File: src/rtl/alu_operand_collector.sv
// ---------------------------------------------------------------------------
// alu_operand_collector
//
// Operand collection stage for one ALU pipe. Sits between the ALU reservation
// station issue port and the physical register file read arbiter:
//   1. Accepts one issued op (payload plus two source tags).
//   2. Holds a two-tag read request until the register file services it.
//   3. Latches both read bus words in the service cycle.
//   4. Presents op plus operands to the ALU with a valid/ready handshake.
//
// Optional feature: define ALU_OPERAND_STARVE_CHECK_EN to enable the
// read-starvation counter. When it is defined, DUT_error pulses for one cycle
// once STARVE_LIMIT consecutive unserviced READ cycles have elapsed. When it
// is not defined, DUT_error is tied to 0.
//
// Parameters
//   OP_WIDTH      width of the opaque op payload
//   STARVE_LIMIT  unserviced READ cycles before the starvation error
//   TAG_WIDTH     physical register tag width (phys_reg_tag_t)
//   WORD_WIDTH    register file word width (word_t)
//
// Ports
//   CLK, nRST                          clock, async active-low reset
//   DUT_error                          registered starvation error pulse
//   kill                               synchronous flush of the held op
//   issue_valid/issue_ready            RS issue handshake
//   issue_op, issue_tag_0/1            issued op payload and source tags
//   read_req_valid, read_req_0/1_tag   request to the register file arbiter
//   read_req_serviced                  arbiter granted the request this cycle
//   read_bus_0/1_data                  shared register file read buses
//   exec_valid/exec_ready              ALU handshake
//   exec_op, exec_operand_0/1          held op and latched operands
// ---------------------------------------------------------------------------
module alu_operand_collector #(
  parameter int OP_WIDTH     = 32,
  parameter int STARVE_LIMIT = 16,
  parameter int TAG_WIDTH    = 6,
  parameter int WORD_WIDTH   = 32
) (
  input  logic                  CLK,
  input  logic                  nRST,
  output logic                  DUT_error,
  input  logic                  kill,
  input  logic                  issue_valid,
  output logic                  issue_ready,
  input  logic [OP_WIDTH-1:0]   issue_op,
  input  logic [TAG_WIDTH-1:0]  issue_tag_0,
  input  logic [TAG_WIDTH-1:0]  issue_tag_1,
  output logic                  read_req_valid,
  output logic [TAG_WIDTH-1:0]  read_req_0_tag,
  output logic [TAG_WIDTH-1:0]  read_req_1_tag,
  input  logic                  read_req_serviced,
  input  logic [WORD_WIDTH-1:0] read_bus_0_data,
  input  logic [WORD_WIDTH-1:0] read_bus_1_data,
  output logic                  exec_valid,
  input  logic                  exec_ready,
  output logic [OP_WIDTH-1:0]   exec_op,
  output logic [WORD_WIDTH-1:0] exec_operand_0,
  output logic [WORD_WIDTH-1:0] exec_operand_1
);

  typedef enum logic [1:0] {
    IDLE = 2'd0,
    READ = 2'd1,
    EXEC = 2'd2
  } state_t;

  state_t state_reg;
  state_t state_next;

  logic issue_fire;
  logic service_fire;

  logic [OP_WIDTH-1:0]   op_reg;
  logic [TAG_WIDTH-1:0]  tag_reg     [2];
  logic [WORD_WIDTH-1:0] operand_reg [2];

  // Per-source views of the issue tags and read buses so both source slots
  // can be built by one generate loop.
  logic [TAG_WIDTH-1:0]  issue_tag [2];
  logic [WORD_WIDTH-1:0] read_bus  [2];

  assign issue_tag[0] = issue_tag_0;
  assign issue_tag[1] = issue_tag_1;
  assign read_bus[0]  = read_bus_0_data;
  assign read_bus[1]  = read_bus_1_data;

  // -------------------------------------------------------------------------
  // FSM: state register
  // -------------------------------------------------------------------------
  always_ff @(posedge CLK or negedge nRST) begin
    if (!nRST) begin
      state_reg <= IDLE;
    end else begin
      state_reg <= state_next;
    end
  end

  // -------------------------------------------------------------------------
  // FSM: next-state logic. kill dominates every transition.
  // -------------------------------------------------------------------------
  always_comb begin
    state_next = state_reg;
    case (state_reg)
      IDLE: begin
        if (issue_fire) begin
          state_next = READ;
        end
      end
      READ: begin
        if (read_req_serviced) begin
          state_next = EXEC;
        end
      end
      EXEC: begin
        // A new op may be accepted in the same cycle the ALU takes the
        // current one, so back-to-back ops skip the IDLE bubble.
        if (exec_ready) begin
          state_next = issue_fire ? READ : IDLE;
        end
      end
      default: begin
        state_next = IDLE;
      end
    endcase
    if (kill) begin
      state_next = IDLE;
    end
  end

  // -------------------------------------------------------------------------
  // FSM: outputs, combinational from state (issue_ready also sees the
  // ALU handshake and kill).
  // -------------------------------------------------------------------------
  always_comb begin
    read_req_valid = (state_reg == READ);
    exec_valid     = (state_reg == EXEC);
    issue_ready    = !kill && ((state_reg == IDLE) ||
                               ((state_reg == EXEC) && exec_ready));
  end

  assign issue_fire   = issue_valid && issue_ready;
  // Read buses are shared; they are only meaningful in a serviced READ cycle.
  assign service_fire = (state_reg == READ) && read_req_serviced && !kill;

  // -------------------------------------------------------------------------
  // Held op payload
  // -------------------------------------------------------------------------
  always_ff @(posedge CLK or negedge nRST) begin
    if (!nRST) begin
      op_reg <= '0;
    end else if (issue_fire) begin
      op_reg <= issue_op;
    end
  end

  // -------------------------------------------------------------------------
  // Per-source tag and operand registers
  // -------------------------------------------------------------------------
  generate
    for (genvar gi = 0; gi < 2; gi++) begin : g_src
      always_ff @(posedge CLK or negedge nRST) begin
        if (!nRST) begin
          tag_reg[gi] <= '0;
        end else if (issue_fire) begin
          tag_reg[gi] <= issue_tag[gi];
        end
      end

      always_ff @(posedge CLK or negedge nRST) begin
        if (!nRST) begin
          operand_reg[gi] <= '0;
        end else if (service_fire) begin
          operand_reg[gi] <= read_bus[gi];
        end
      end
    end
  endgenerate

  assign read_req_0_tag = tag_reg[0];
  assign read_req_1_tag = tag_reg[1];
  assign exec_op        = op_reg;
  assign exec_operand_0 = operand_reg[0];
  assign exec_operand_1 = operand_reg[1];

  // -------------------------------------------------------------------------
  // Read starvation detection
  // -------------------------------------------------------------------------
`ifdef ALU_OPERAND_STARVE_CHECK_EN
  localparam int CNT_WIDTH = $clog2(STARVE_LIMIT + 1);
  localparam logic [CNT_WIDTH-1:0] CNT_LIMIT = CNT_WIDTH'(STARVE_LIMIT);

  logic [CNT_WIDTH-1:0] starve_cnt_reg;
  logic [CNT_WIDTH-1:0] starve_cnt_next;
  logic                 error_reg;
  logic                 error_next;

  // Counter is zero outside READ, so entering READ always starts from 0.
  // It saturates at the limit so the error fires only once per episode.
  always_comb begin
    starve_cnt_next = '0;
    if ((state_reg == READ) && !read_req_serviced && !kill) begin
      if (starve_cnt_reg == CNT_LIMIT) begin
        starve_cnt_next = starve_cnt_reg;
      end else begin
        starve_cnt_next = starve_cnt_reg + CNT_WIDTH'(1);
      end
    end
  end

  // Pulse only on the edge where the counter first reaches the limit.
  assign error_next = (starve_cnt_next == CNT_LIMIT) &&
                      (starve_cnt_reg != CNT_LIMIT);

  always_ff @(posedge CLK or negedge nRST) begin
    if (!nRST) begin
      starve_cnt_reg <= '0;
      error_reg      <= 1'b0;
    end else begin
      starve_cnt_reg <= starve_cnt_next;
      error_reg      <= error_next;
    end
  end

  assign DUT_error = error_reg;
`else
  // Starvation check compiled out; the limit parameter has no effect.
  logic unused_starve_limit;
  assign unused_starve_limit = ^32'(STARVE_LIMIT);
  assign DUT_error = 1'b0;
`endif

endmodule

File: config.mk
export PLATFORM = sky130hd
export DESIGN_NAME = alu_operand_collector
export DESIGN_NICKNAME = d
export VERILOG_FILES = /design/src/rtl/alu_operand_collector.sv
export SDC_FILE = /design/constraint.sdc
export NUM_CORES = 1
export LEC_CHECK = 0
export CAP_MARGIN = 5
export CORE_MARGIN = 2
export CORE_UTILIZATION = 40
export CTS_CLUSTER_DIAMETER = 120
export DETAILED_ROUTE_END_ITERATION = 12
export HOLD_SLACK_MARGIN = 0.08
export PLACE_DENSITY = 0.86
export SKIP_LAST_GASP = 1
export SYNTH_ARGS = -nofsm -noshare
export SYNTH_HDL_FRONTEND = slang
export SYNTH_SLANG_ARGS = --single-unit
File: constraint.sdc
create_clock -name CLK -period 2.05 [get_ports CLK]
set_input_delay 0.205 -clock CLK [delete_from_list [all_inputs] [get_ports CLK]]
set_output_delay 0.205 -clock CLK [all_outputs]
set_load 0.01 [all_outputs]
==> qor.yml <==
firstDrtPassIters: 4
clkSinkCount: 110
critPathCaptureType: "output pin"
netlist_instances: 242
r2r_cells: 4
synth_xor_area_frac: 0
reg2reg_to: "exec_operand_1[16]$_DFFE_PN0P_"
yosysMostFrequentCell: "dfrtp_1"
crit_buf_inv: 1
top_layer: "met4"
p_leak_nw: 2.99
swShare: 0.265
cts_resized: 0
row_count: 38
cts-root-buf: "clkbuf_8"
placed_area_sq_mm: 0.00669
fin_setup_tns_ns: 0
grt-ovfl-total: 0
slowest_stage: "clkdlybuf4s50_1"
power_frac_clock: 0.205
drt_iter0_markers: 90
area_delta_synth_final_pct: 59.3
critPathTopFamily: "buffers and inverters"
cap_violations: 0
finalHoldViolCount: 0
synth-adder-area-share: 0
finalWirelength_um: 10300
first_global_vias: 3066
cts_buffers: 9
synth_edf_count: 0
port_buffers: 224
vias_per_cell: 4.61
drc: 0
synth_top_family_by_area: "multiplexers"
synth_area_per_cell_sq_um: 18.0
synth_commonest_cells: "dfrtp_1 (110), mux2_2 (69), mux2_4 (39)"
ir_worst_vdd_mv: 0.515
synth_nets: 356
clk_path_buf_depth: 2
num-fill-cells: 789
setup_viol: 0
max_stage_delay_ns: 0.57
cp-start-kind: "register"
r2r_slack_ns: 0.27
wl_met3_um: 859
ys.warnings.count: 0
worstPathCellList: "nor2b_4, nor3_1, clkdlybuf4s50_1"
cts_tree: "done"
async_flop_share: 1.00
seqPwrFrac: 0.435
status: "complete, no violations"
worstPathArrival_ns: 1.64
grt_first_pass_wirelength_um: 15200
power_density_mw_per_mm2: 1010
r2r_start: "state_reg[0]$_DFFE_PN0P_"
comb_power_share: 0.359
placedCellCount: 598
wl_met2_um: 5200
synth.ff_latch_count: 110
seq_area_frac_synth: 0.633
ioPinCount: 226
layout.cells.non_filler: 615
worst_hold_path_type: "in2async"
coreArea_sq_mm: 0.0107
clk_pin_slew_ns: 0.10
yosysTopAreaCell: "dfrtp_1"
period_share: 0.898
gp_congestion: 0.739
insertion_delay_ns: 0.37
yosysUniqueCellTypes: 17
p_int_mw: 5.15
switchingPower_mw: 1.86
groute.usage.overall: 0.173
path_class: "reg2out"
fin_area_sq_mm: 0.00692
max_freq_mhz: 543
synth-compound-area-share: 0.00374
synth_area_leaders: "dfrtp_1 (63%), mux2_2 (18%), mux2_4 (13%), buf_12 (1.8%), buf_4 (1.2%)"
num_vias: 2836
die_area_sq_mm: 0.0117
antenna_found_initial: 0
grt_setup_unrepaired: "no"
syn_area_sq_mm: 0.00435
clock_skew_ns: 0.00624
synth_top_area_frac: 0.633
required_ns: 1.85
final_nets: 584
wl_per_cell_um: 16.8
drt-met1-wl_um: 4090
ant_nets: 0
synthSimpleGateAreaFrac: 0.0132
critical_path_peak_fanout: 4
maxSlewHeadroom: 0.578
layout-drive-gt1-share: 0.280
die_y_um: 108
start_util: 0.406
dpl.hpwl_um: 7760
synthMuxAreaShare: 0.314
power_mw: 7.02
fin_crit_ns: 1.84
grt_max_degree: 57
fin_util: 0.647
antenna_cells: 0
worst_slew_pin_slew_ns: 0.633
ys.flop_type: "dfrtp_1"
drv_slew: 0
die-width_um: 108
ctsHtreeMaxLevel: 3
==> layout make-up <==
class                           count  area (sq um)  share of cell area
Clock inverter                      6          85.1              0.0123
Inverter                            1          3.75            0.000542
Timing Repair Buffer              230          2320               0.336
Multi-Input combinational cell    118          1440               0.208
Clock buffer                       10           138              0.0199
Tap cell                          140           175              0.0253
Sequential cell                   110          2750               0.398
==> worst max path at each step <==
stage | from | cells after the start | slack, ns | end
2_1_floorplan | state_reg[1]$_DFFE_PN0P_ | 5 | 0.36 | exec_op[0]$_DFFE_PN0P_
3_3_place_gp | exec_ready | 5 | 0.10 | exec_op[21]$_DFFE_PN0P_
3_5_place_dp | exec_ready | 5 | 0.07 | exec_op[5]$_DFFE_PN0P_
4_1_cts | state_reg[1]$_DFFE_PN0P_ | 3 | 0.18 | issue_ready
5_1_grt | state_reg[1]$_DFFE_PN0P_ | 3 | 0.09 | issue_ready
6_report | state_reg[1]$_DFFE_PN0P_ | 3 | 0.21 | issue_ready
==> power groups by stage <==
stage               Combinational, mW  Clock (mW)  Sequential, mW
floorplan                       0.697           0            3.35
global placement                 2.49           0            3.07
detailed placement               2.55           0            3.10
CTS                              2.55        1.47            3.06
global route                     2.66        1.59            3.13
finish                           2.52        1.44            3.05
==> placed cells by master (no fill, tap or decap) <==
master           Yosys  layout
and3b_2              0       1
mux2_2              69      69
nor2_1               1       1
dlygate4sd3_1        0       1
buf_4                7       3
clkinvlp_4           0       2
clkinv_2             0       2
conb_1               1       1
mux2_4              39      39
buf_12               4       3
o41ai_1              1       1
bufinv_16            0       2
clkbuf_8             0      10
inv_1                1       1
clkdlybuf4s50_1      0     223
a22oi_1              1       1
or4b_4               1       1
nor2b_4              1       1
nor3_1               1       1
dfrtp_1            110     110
nor2b_1              2       2
==> worst reg2reg max path: stages, from the launching register on <==
cell and delay (ns):
dfrtp_1 0.43, nor2b_1 0.24, and3b_2 0.31, buf_12 0.27, mux2_2 0.41
==> cells by family after synthesis <==
group | count (synthesis)
other | 1
DFF | 110
and+or+nand+nor | 7
buffers and inverters | 14
AOI/OAI and AO/OA | 2
muxes | 108
==> layer usage <==
layer | vias to the layer above | GRT usage
li1 | 1291 | -
met1 | 1391 | 0.194
met2 | 143 | 0.304
met3 | 11 | 0.0536
met4 | 0 | 0.0696
met5 | - | 0
==> through the flow <==
stage / worst slack, ns / hold WS [ns]
after global routing: 0.0886 / 0.414
after global placement: 0.100 / 0.246
final: 0.208 / 0.382
after CTS: 0.184 / 0.401
after floorplan: 0.356 / -0.0906
after detailed placement: 0.0716 / 0.258
==> what timing repair did <==
action / in CTS / in global routing
endpoints found under the hold margin: 46 / 0
hold buffers: 1 / 0
endpoints found under the setup margin: 0 / 0
buffers inserted: 0 / 0
No activity file was read; power rests on OpenSTA's default activity.
